===== config.mk =====
export PLATFORM = sky130hd
export DESIGN_NAME = move_key_pulser_flat
export DESIGN_NICKNAME = d
export VERILOG_FILES = /design/src/rtl/reversi_pkg.sv /design/src/rtl/move_key_pulser_if.sv /design/src/rtl/key_debouncer.sv /design/src/rtl/move_key_pulser.sv /design/src/flat_wrapper.sv
export SDC_FILE = /design/constraint.sdc
export NUM_CORES = 1
export LEC_CHECK = 0
export CAP_MARGIN = 20
export CORE_ASPECT_RATIO = 1.1
export CORE_MARGIN = 2
export CORE_UTILIZATION = 57
export DETAILED_ROUTE_END_ITERATION = 8
export PLACE_DENSITY = 0.74
export SLEW_MARGIN = 40
export SYNTH_ARGS = -nofsm -noshare
export SYNTH_HDL_FRONTEND = slang
export SYNTH_SLANG_ARGS = --single-unit

===== constraint.sdc =====
create_clock -name clk -period 2.4 [get_ports clk]
set_input_delay 0.48 -clock clk [delete_from_list [all_inputs] [get_ports clk]]
set_output_delay 0.48 -clock clk [all_outputs]
set_load 0.02 [all_outputs]

===== src/rtl/reversi_pkg.sv =====
// Shared types for the cursor-move front end: direction codes, pulser FSM
// states, key priority and a counter-width helper.
package reversi_pkg;

  localparam int NUM_KEYS = 4;

  typedef enum logic [1:0] {
    DIR_RIGHT = 2'd0,
    DIR_LEFT  = 2'd1,
    DIR_UP    = 2'd2,
    DIR_DOWN  = 2'd3
  } dir_e;

  typedef enum logic [1:0] {
    ST_IDLE,
    ST_HOLD,
    ST_REPEAT,
    ST_WAIT_RELEASE
  } state_e;

  // Entry 0 is the highest priority; matches the downstream updater.
  localparam logic [NUM_KEYS-1:0][1:0] PRIO_ORDER = {DIR_DOWN, DIR_UP, DIR_LEFT, DIR_RIGHT};

  // Highest-priority pressed key (callers only use it when something is pressed).
  function automatic dir_e pick_dir(input logic [NUM_KEYS-1:0] pressed);
    dir_e d;
    d = DIR_DOWN;
    for (int i = NUM_KEYS - 1; i >= 0; i--)
      if (pressed[PRIO_ORDER[i]]) d = dir_e'(PRIO_ORDER[i]);
    return d;
  endfunction

  // Shared counter width: enough for the largest of the three intervals.
  function automatic int cnt_width(input int a, input int b, input int c);
    int m;
    m = (a > b) ? a : b;
    m = (m > c) ? m : c;
    return (m < 2) ? 1 : $clog2(m);
  endfunction

endpackage


===== src/rtl/move_key_pulser_if.sv =====
// Raw key inputs and move strobes between the board keys and the cursor updater.
interface move_key_pulser_if;
  logic keyUp;
  logic keyDown;
  logic keyLeft;
  logic keyRight;
  logic moveRightEn;
  logic moveLeftEn;
  logic moveUpEn;
  logic moveDownEn;
  logic keyHeld;

  modport master (
    output keyUp, keyDown, keyLeft, keyRight,
    input  moveRightEn, moveLeftEn, moveUpEn, moveDownEn, keyHeld
  );

  modport slave (
    input  keyUp, keyDown, keyLeft, keyRight,
    output moveRightEn, moveLeftEn, moveUpEn, moveDownEn, keyHeld
  );
endinterface


===== src/rtl/key_debouncer.sv =====
// One key: 2-flop synchroniser followed by a stable-interval debouncer.
// Input is already polarity-normalised (1 = pressed).
module key_debouncer #(
  parameter int DEBOUNCE_CYCLES = 1000000,
  parameter int CNT_W           = $clog2(DEBOUNCE_CYCLES)
) (
  input  logic clk,
  input  logic resetn,
  input  logic raw,
  output logic level
);

  logic             sync1, sync2;
  logic [CNT_W-1:0] cnt;

  // Accept a new level only after DEBOUNCE_CYCLES consecutive disagreeing
  // samples; any agreeing sample restarts the count.
  always_ff @(posedge clk or negedge resetn) begin
    if (!resetn) begin
      sync1 <= 1'b0;
      sync2 <= 1'b0;
      level <= 1'b0;
      cnt   <= '0;
    end else begin
      sync1 <= raw;
      sync2 <= sync1;
      if (sync2 == level) begin
        cnt <= '0;
      end else if (cnt == CNT_W'(DEBOUNCE_CYCLES - 1)) begin
        level <= sync2;
        cnt   <= '0;
      end else if (cnt != '1) begin
        cnt <= cnt + 1'b1;
      end
    end
  end

endmodule


===== src/rtl/move_key_pulser.sv =====
// Turns four raw buttons into one-hot single-cycle move strobes with
// per-key debounce, one pulse per press and auto-repeat while held.
module move_key_pulser
  import reversi_pkg::*;
#(
  parameter int DEBOUNCE_CYCLES = 1000000,
  parameter int REPEAT_DELAY    = 25000000,
  parameter int REPEAT_PERIOD   = 5000000,
  parameter int KEY_ACTIVE_LOW  = 1
) (
  input logic              clk,
  input logic              resetn,
  move_key_pulser_if.slave bus
);

  localparam int   CW  = cnt_width(DEBOUNCE_CYCLES, REPEAT_DELAY, REPEAT_PERIOD);
  localparam logic POL = (KEY_ACTIVE_LOW != 0);

  logic [NUM_KEYS-1:0] raw;   // pressed = 1, indexed by dir_e
  logic [NUM_KEYS-1:0] lvl;   // debounced levels, indexed by dir_e
  logic [NUM_KEYS-1:0] en;
  logic                held;
  state_e              state;
  dir_e                dir;
  logic [CW-1:0]       cnt;

  assign raw[DIR_RIGHT] = bus.keyRight ^ POL;
  assign raw[DIR_LEFT]  = bus.keyLeft  ^ POL;
  assign raw[DIR_UP]    = bus.keyUp    ^ POL;
  assign raw[DIR_DOWN]  = bus.keyDown  ^ POL;

  for (genvar k = 0; k < NUM_KEYS; k++) begin : g_key
    key_debouncer #(
      .DEBOUNCE_CYCLES(DEBOUNCE_CYCLES),
      .CNT_W          (CW)
    ) u_db (
      .clk   (clk),
      .resetn(resetn),
      .raw   (raw[k]),
      .level (lvl[k])
    );
  end

  // Latch one key per press, pulse on latch and on each repeat interval;
  // a release always wins over a repeat pulse due in the same cycle.
  always_ff @(posedge clk or negedge resetn) begin
    if (!resetn) begin
      state <= ST_IDLE;
      dir   <= DIR_RIGHT;
      cnt   <= '0;
      en    <= '0;
      held  <= 1'b0;
    end else begin
      en <= '0;
      case (state)
        ST_IDLE: begin
          if (lvl != '0) begin
            dir                <= pick_dir(lvl);
            en[pick_dir(lvl)]  <= 1'b1;
            cnt                <= '0;
            held               <= 1'b1;
            state              <= ST_HOLD;
          end
        end
        ST_HOLD: begin
          if (!lvl[dir]) begin
            held  <= 1'b0;
            state <= ST_WAIT_RELEASE;
          end else if (cnt == CW'(REPEAT_DELAY - 1)) begin
            en[dir] <= 1'b1;
            cnt     <= '0;
            state   <= ST_REPEAT;
          end else if (cnt != '1) begin
            cnt <= cnt + 1'b1;
          end
        end
        ST_REPEAT: begin
          if (!lvl[dir]) begin
            held  <= 1'b0;
            state <= ST_WAIT_RELEASE;
          end else if (cnt == CW'(REPEAT_PERIOD - 1)) begin
            en[dir] <= 1'b1;
            cnt     <= '0;
          end else if (cnt != '1) begin
            cnt <= cnt + 1'b1;
          end
        end
        ST_WAIT_RELEASE: begin
          if (lvl == '0) state <= ST_IDLE;
        end
        default: state <= ST_IDLE;
      endcase
    end
  end

  assign bus.moveRightEn = en[DIR_RIGHT];
  assign bus.moveLeftEn  = en[DIR_LEFT];
  assign bus.moveUpEn    = en[DIR_UP];
  assign bus.moveDownEn  = en[DIR_DOWN];
  assign bus.keyHeld     = held;

endmodule

===== src/flat_wrapper.sv =====
// flat-port wrapper written by rule: the top's interface ports become plain ports
module move_key_pulser_flat import reversi_pkg::*;
#(
  parameter int DEBOUNCE_CYCLES = 1000000,
  parameter int REPEAT_DELAY    = 25000000,
  parameter int REPEAT_PERIOD   = 5000000,
  parameter int KEY_ACTIVE_LOW  = 1
)
  (clk, resetn, bus_keyUp, bus_keyDown, bus_keyLeft, bus_keyRight, bus_moveRightEn, bus_moveLeftEn, bus_moveUpEn, bus_moveDownEn, bus_keyHeld);
  move_key_pulser_if bus_i ();
  input logic clk;
  input logic resetn;
  input wire logic [$bits(bus_i.keyUp)-1:0] bus_keyUp;
  input wire logic [$bits(bus_i.keyDown)-1:0] bus_keyDown;
  input wire logic [$bits(bus_i.keyLeft)-1:0] bus_keyLeft;
  input wire logic [$bits(bus_i.keyRight)-1:0] bus_keyRight;
  output wire logic [$bits(bus_i.moveRightEn)-1:0] bus_moveRightEn;
  output wire logic [$bits(bus_i.moveLeftEn)-1:0] bus_moveLeftEn;
  output wire logic [$bits(bus_i.moveUpEn)-1:0] bus_moveUpEn;
  output wire logic [$bits(bus_i.moveDownEn)-1:0] bus_moveDownEn;
  output wire logic [$bits(bus_i.keyHeld)-1:0] bus_keyHeld;
  assign bus_i.keyUp = bus_keyUp;
  assign bus_i.keyDown = bus_keyDown;
  assign bus_i.keyLeft = bus_keyLeft;
  assign bus_i.keyRight = bus_keyRight;
  assign bus_moveRightEn = bus_i.moveRightEn;
  assign bus_moveLeftEn = bus_i.moveLeftEn;
  assign bus_moveUpEn = bus_i.moveUpEn;
  assign bus_moveDownEn = bus_i.moveDownEn;
  assign bus_keyHeld = bus_i.keyHeld;
  move_key_pulser #(.DEBOUNCE_CYCLES(DEBOUNCE_CYCLES), .REPEAT_DELAY(REPEAT_DELAY), .REPEAT_PERIOD(REPEAT_PERIOD), .KEY_ACTIVE_LOW(KEY_ACTIVE_LOW)) u_core (.clk(clk), .resetn(resetn), .bus(bus_i));
endmodule

==> summary.txt <==
Outcome
  – Status: finished, final reports clean

Pwr
  – Sequential power share: 0.478
  – Total power: 5240 uW
  – Logic pwr share: 0.029
  – PwrDens: 567 mW/mm^2
  – Internal power: 4110 uW
  – Psw: 1130 uW
  – Sw frac: 0.215
  – Max IR drop VDD: 0.000457 V
  – Clock power share: 0.493
  – P_leak: 0.00368 uW

Place
  – Post-Place Cells: 1089
  – IO Port Bufs: 10
  – Global placement routability congestion: 0.890
  – Detail Placement HPWL: 13.0 mm
  – Placed Area: 0.00861 mm^2

Critical path
  – Critical path peak fanout: 11
  – Critical Path RT: 2.74 ns
  – CP arrival: 2.60 ns
  – Crit path kind: register to register
  – Startpoint Class: register
  – Critical Path Sink Type: register

Cells and area
  – Final net count: 939
  – Finished Layout Cells: 1124
  – Area added between synthesis and finish: 14.4%
  – Antenna Cells: 0
  – Final instance area: 0.00925 mm^2
  – Share of cells above drive strength 1: 0.105
  – Fill cell count: 1099

Route
  – Post-DR wirelength/cell: 16.7 um
  – Routed Antenna Nets: 0
  – Initial DRC count: 662
  – Final wirelength: 18.7 mm
  – DRT Pass-1 Iters: 5
  – Vias per std cell: 6.43
  – Via count: 7224
  – DRC errors left: 0

Logic synthesis
  – Warnings from Yosys: 0
  – Post-synthesis mux area share: 0.0147
  – Mapped Cells: 885
  – Post-synthesis adder-cell area fraction: 0.0155
  – Avg Inst Size Synth: 9.14 um^2
  – Synth Flop Type: dfrtp_1
  – Compound-cell area share of the yosys netlist: 0.155
  – Sequential-to-total area share from yosys stat: 0.452
  – Cell Area, Synth: 0.00809 mm^2
  – Largest family of logic cells by synthesized area: simple AND/OR/NAND/NOR gates
  – Synth Area in XOR/XNOR: 0.0477
  – Yosys reg bits: 146
  – Post-synthesis simple-gate area fraction: 0.284
  – Synth cell types: 59
  – Post-synth EDFFs: 0
  – Ys async rst share: 1.00
  – Synthesized Nets: 901

Global routing
  – Largest net degree at the start of global routing: 50
  – GRT Util Overall: 0.260
  – Antenna violations before repair: 0
  – First-pass GRT wire length: 32.7 mm
  – Grt ovf: 0
  – Vias in the first global route: 7055

CTS
  – Clk sinks: 146
  – Clock tree root buffer cell: clkbuf_16
  – Latest clock arrival within the worst-skew pair: 0.42 ns
  – CTS Buf Count: 17
  – H-tree Lvls: 4
  – Clk slew on worst S/H paths: 0.06 ns
  – CTS tree: built
  – Hold buffer count at CTS: 0
  – CTS Buffer Depth: 2

Floorplanning
  – Die H: 129 um
  – Starting Density: 0.584
  – Rows: 45
  – Chip width: 118 um
  – Core footprint: 0.0139 mm^2
  – Die area: 0.0152 mm^2
  – I/O pin total: 11

Timing
  – Final Setup Violations: 0
  – FMAX: 441 MHz
  – Final Cycle Share: 0.945
  – Worst-Margin Slew: 0.693 ns
  – Hold_ws: 0.00186 ns
  – Slew Viols, Final: 0
  – Worst Skew: 0.00727 ns
  – Final hold viol count: 0
  – Min cycle time layout: 2.27 ns
  – Relative slew slack: 0.532

Worst hold path
  – Hold Path Class: input pin to asynchronous set/reset pin

Run
  – Maxcap violations: 0
## path summary, 6_finish.rpt
path                                       startpoint                            to  slack (ns)  cells past startpoint
min                                            resetn                u_core.cnt[19]       0.002                      1
max reg2reg                           u_core.state[0]                u_core.cnt[15]        0.13                      8
max in group asynchronous                      resetn  u_core.g_key[3].u_db.cnt[14]        1.78                      2
min in group clk           u_core.g_key[1].u_db.sync1    u_core.g_key[1].u_db.sync2        0.35                      0
min reg2reg                u_core.g_key[1].u_db.sync1    u_core.g_key[1].u_db.sync2        0.35                      0
max                                   u_core.state[0]                u_core.cnt[15]        0.13                      8
## per-layer routing
metal  vias up  global-route usage  part of all wire
li1       3400                   -                 -
met1      3548               0.334              0.44
met2       228               0.446              0.50
met3        48              0.0452             0.042
met4         0              0.0964             0.019
met5         -                   0                 0
## critical path, cell delays in order, from the launching register on
cell      delay, ns
dfrtp_1        0.39
buf_4          0.15
ha_2           0.22
nor2_4         0.12
o221ai_4       0.12
a2111o_1       0.48
buf_6          0.19
or3_1          0.35
a21oi_1        0.18
## cells in the mapped netlist (all sizes together) (2+ instances only)
library cell    n  area [um^2]
nand2          76          285
nor3           15         75.1
o21ai          43          215
o31ai          25          188
o211ai         14          105
or4b            2         20.0
ha             10          125
and3           21          131
mux2i           4         40.0
nand2b          3         18.8
nand4          26          163
nor4bb          2         20.0
a21o            5         37.5
nand3b          2         15.0
o311ai          2         17.5
or2             4         25.0
and2           13         81.3
buf            10         56.3
mux2            5         56.3
o21a            2         15.0
nand4b          2         17.5
dfrtp         146         3650
xnor2          36          315
and4           15          131
or3            38          238
a211o           2         17.5
nor2           75          282
a211oi          7         52.6
or4            39          293
nor4b           9         93.8
clkbuf         25         96.3
a21oi          70          350
o2111ai         2         17.5
a21boi          2         15.0
a311oi          3         26.3
xor2            8         70.1
nand3          49          245
a31oi          11         68.8
a2111oi         5         43.8
nor4           19          134
inv            27          101
## power by group through the flow
stage	clock [uW]	combinational, uW	sequential (uW)
2_1_floorplan	0	62.1	2550
3_3_place_gp	0	150	2550
3_5_place_dp	0	156	2550
4_1_cts	2620	158	2510
5_1_grt	2730	178	2510
6_report	2580	153	2510
## sequential cells by signal, indices dropped and copies added (netlist names)
register	cells
u_core.g_key.u_db.sync1	4
u_core.dir	2
u_core.en	4
u_core.state	2
u_core.bus.keyHeld	1
u_core.g_key.u_db.cnt	100
u_core.g_key.u_db.level	4
u_core.g_key.u_db.sync2	4
u_core.cnt	25
## cells in the final DEF, fill, tap and decap left out, types with 21 or more instances in the layout
master,n
dfrtp_1,146
inv_1,26
buf_4,40
nand4_1,26
nand3_1,49
or4_1,37
xnor2_1,36
o21ai_0,43
and3_1,21
nand2_1,76
a21oi_1,70
o31ai_1,25
or3_1,38
nor2_1,74
## kinds of logic (layout without fill, tap and decap cells)
logic type / Yosys count / after routing
and+or+nand+nor: 413 / 413
AOI/OAI and AO/OA: 200 / 200
DFF: 146 / 146
buffers and inverters: 62 / 113
xor gates and xnor gates: 44 / 44
adders and majority gates: 10 / 10
muxes: 10 / 10
## layout make-up
class,instances,area (um^2),share of cell area
Clock buffer,23,468,0.0506
Clock inverter,9,106,0.0115
Inverter,27,101,0.0110
Multi-Input combinational cell,677,4220,0.456
Sequential cell,146,3650,0.395
Tap cell,188,235,0.0254
Timing Repair Buffer,54,464,0.0502
## per-stage QoR
| step | utilization | TNS, ns | setup WS, ns |
|---|---|---|---|
| 6_report | 0.668 | 0 | 0.132 |
| 5_1_grt | 0.668 | -0.00165 | -0.00165 |
| 4_1_cts | 0.663 | 0 | 0.0290 |
| 3_5_place_dp | 0.622 | -0.142 | -0.0913 |
| 3_3_place_gp | 0.622 | 0 | 0.123 |
| 2_1_floorplan | - | 0 | 0.0736 |
## what timing repair did
item / in CTS / in global routing
endpoints found under the setup margin: 4 / 34
gates resized for setup: 2 / 11
pin swaps: 1 / 2
setup buffers: 0 / 3
(Power assumes the default switching activity.)
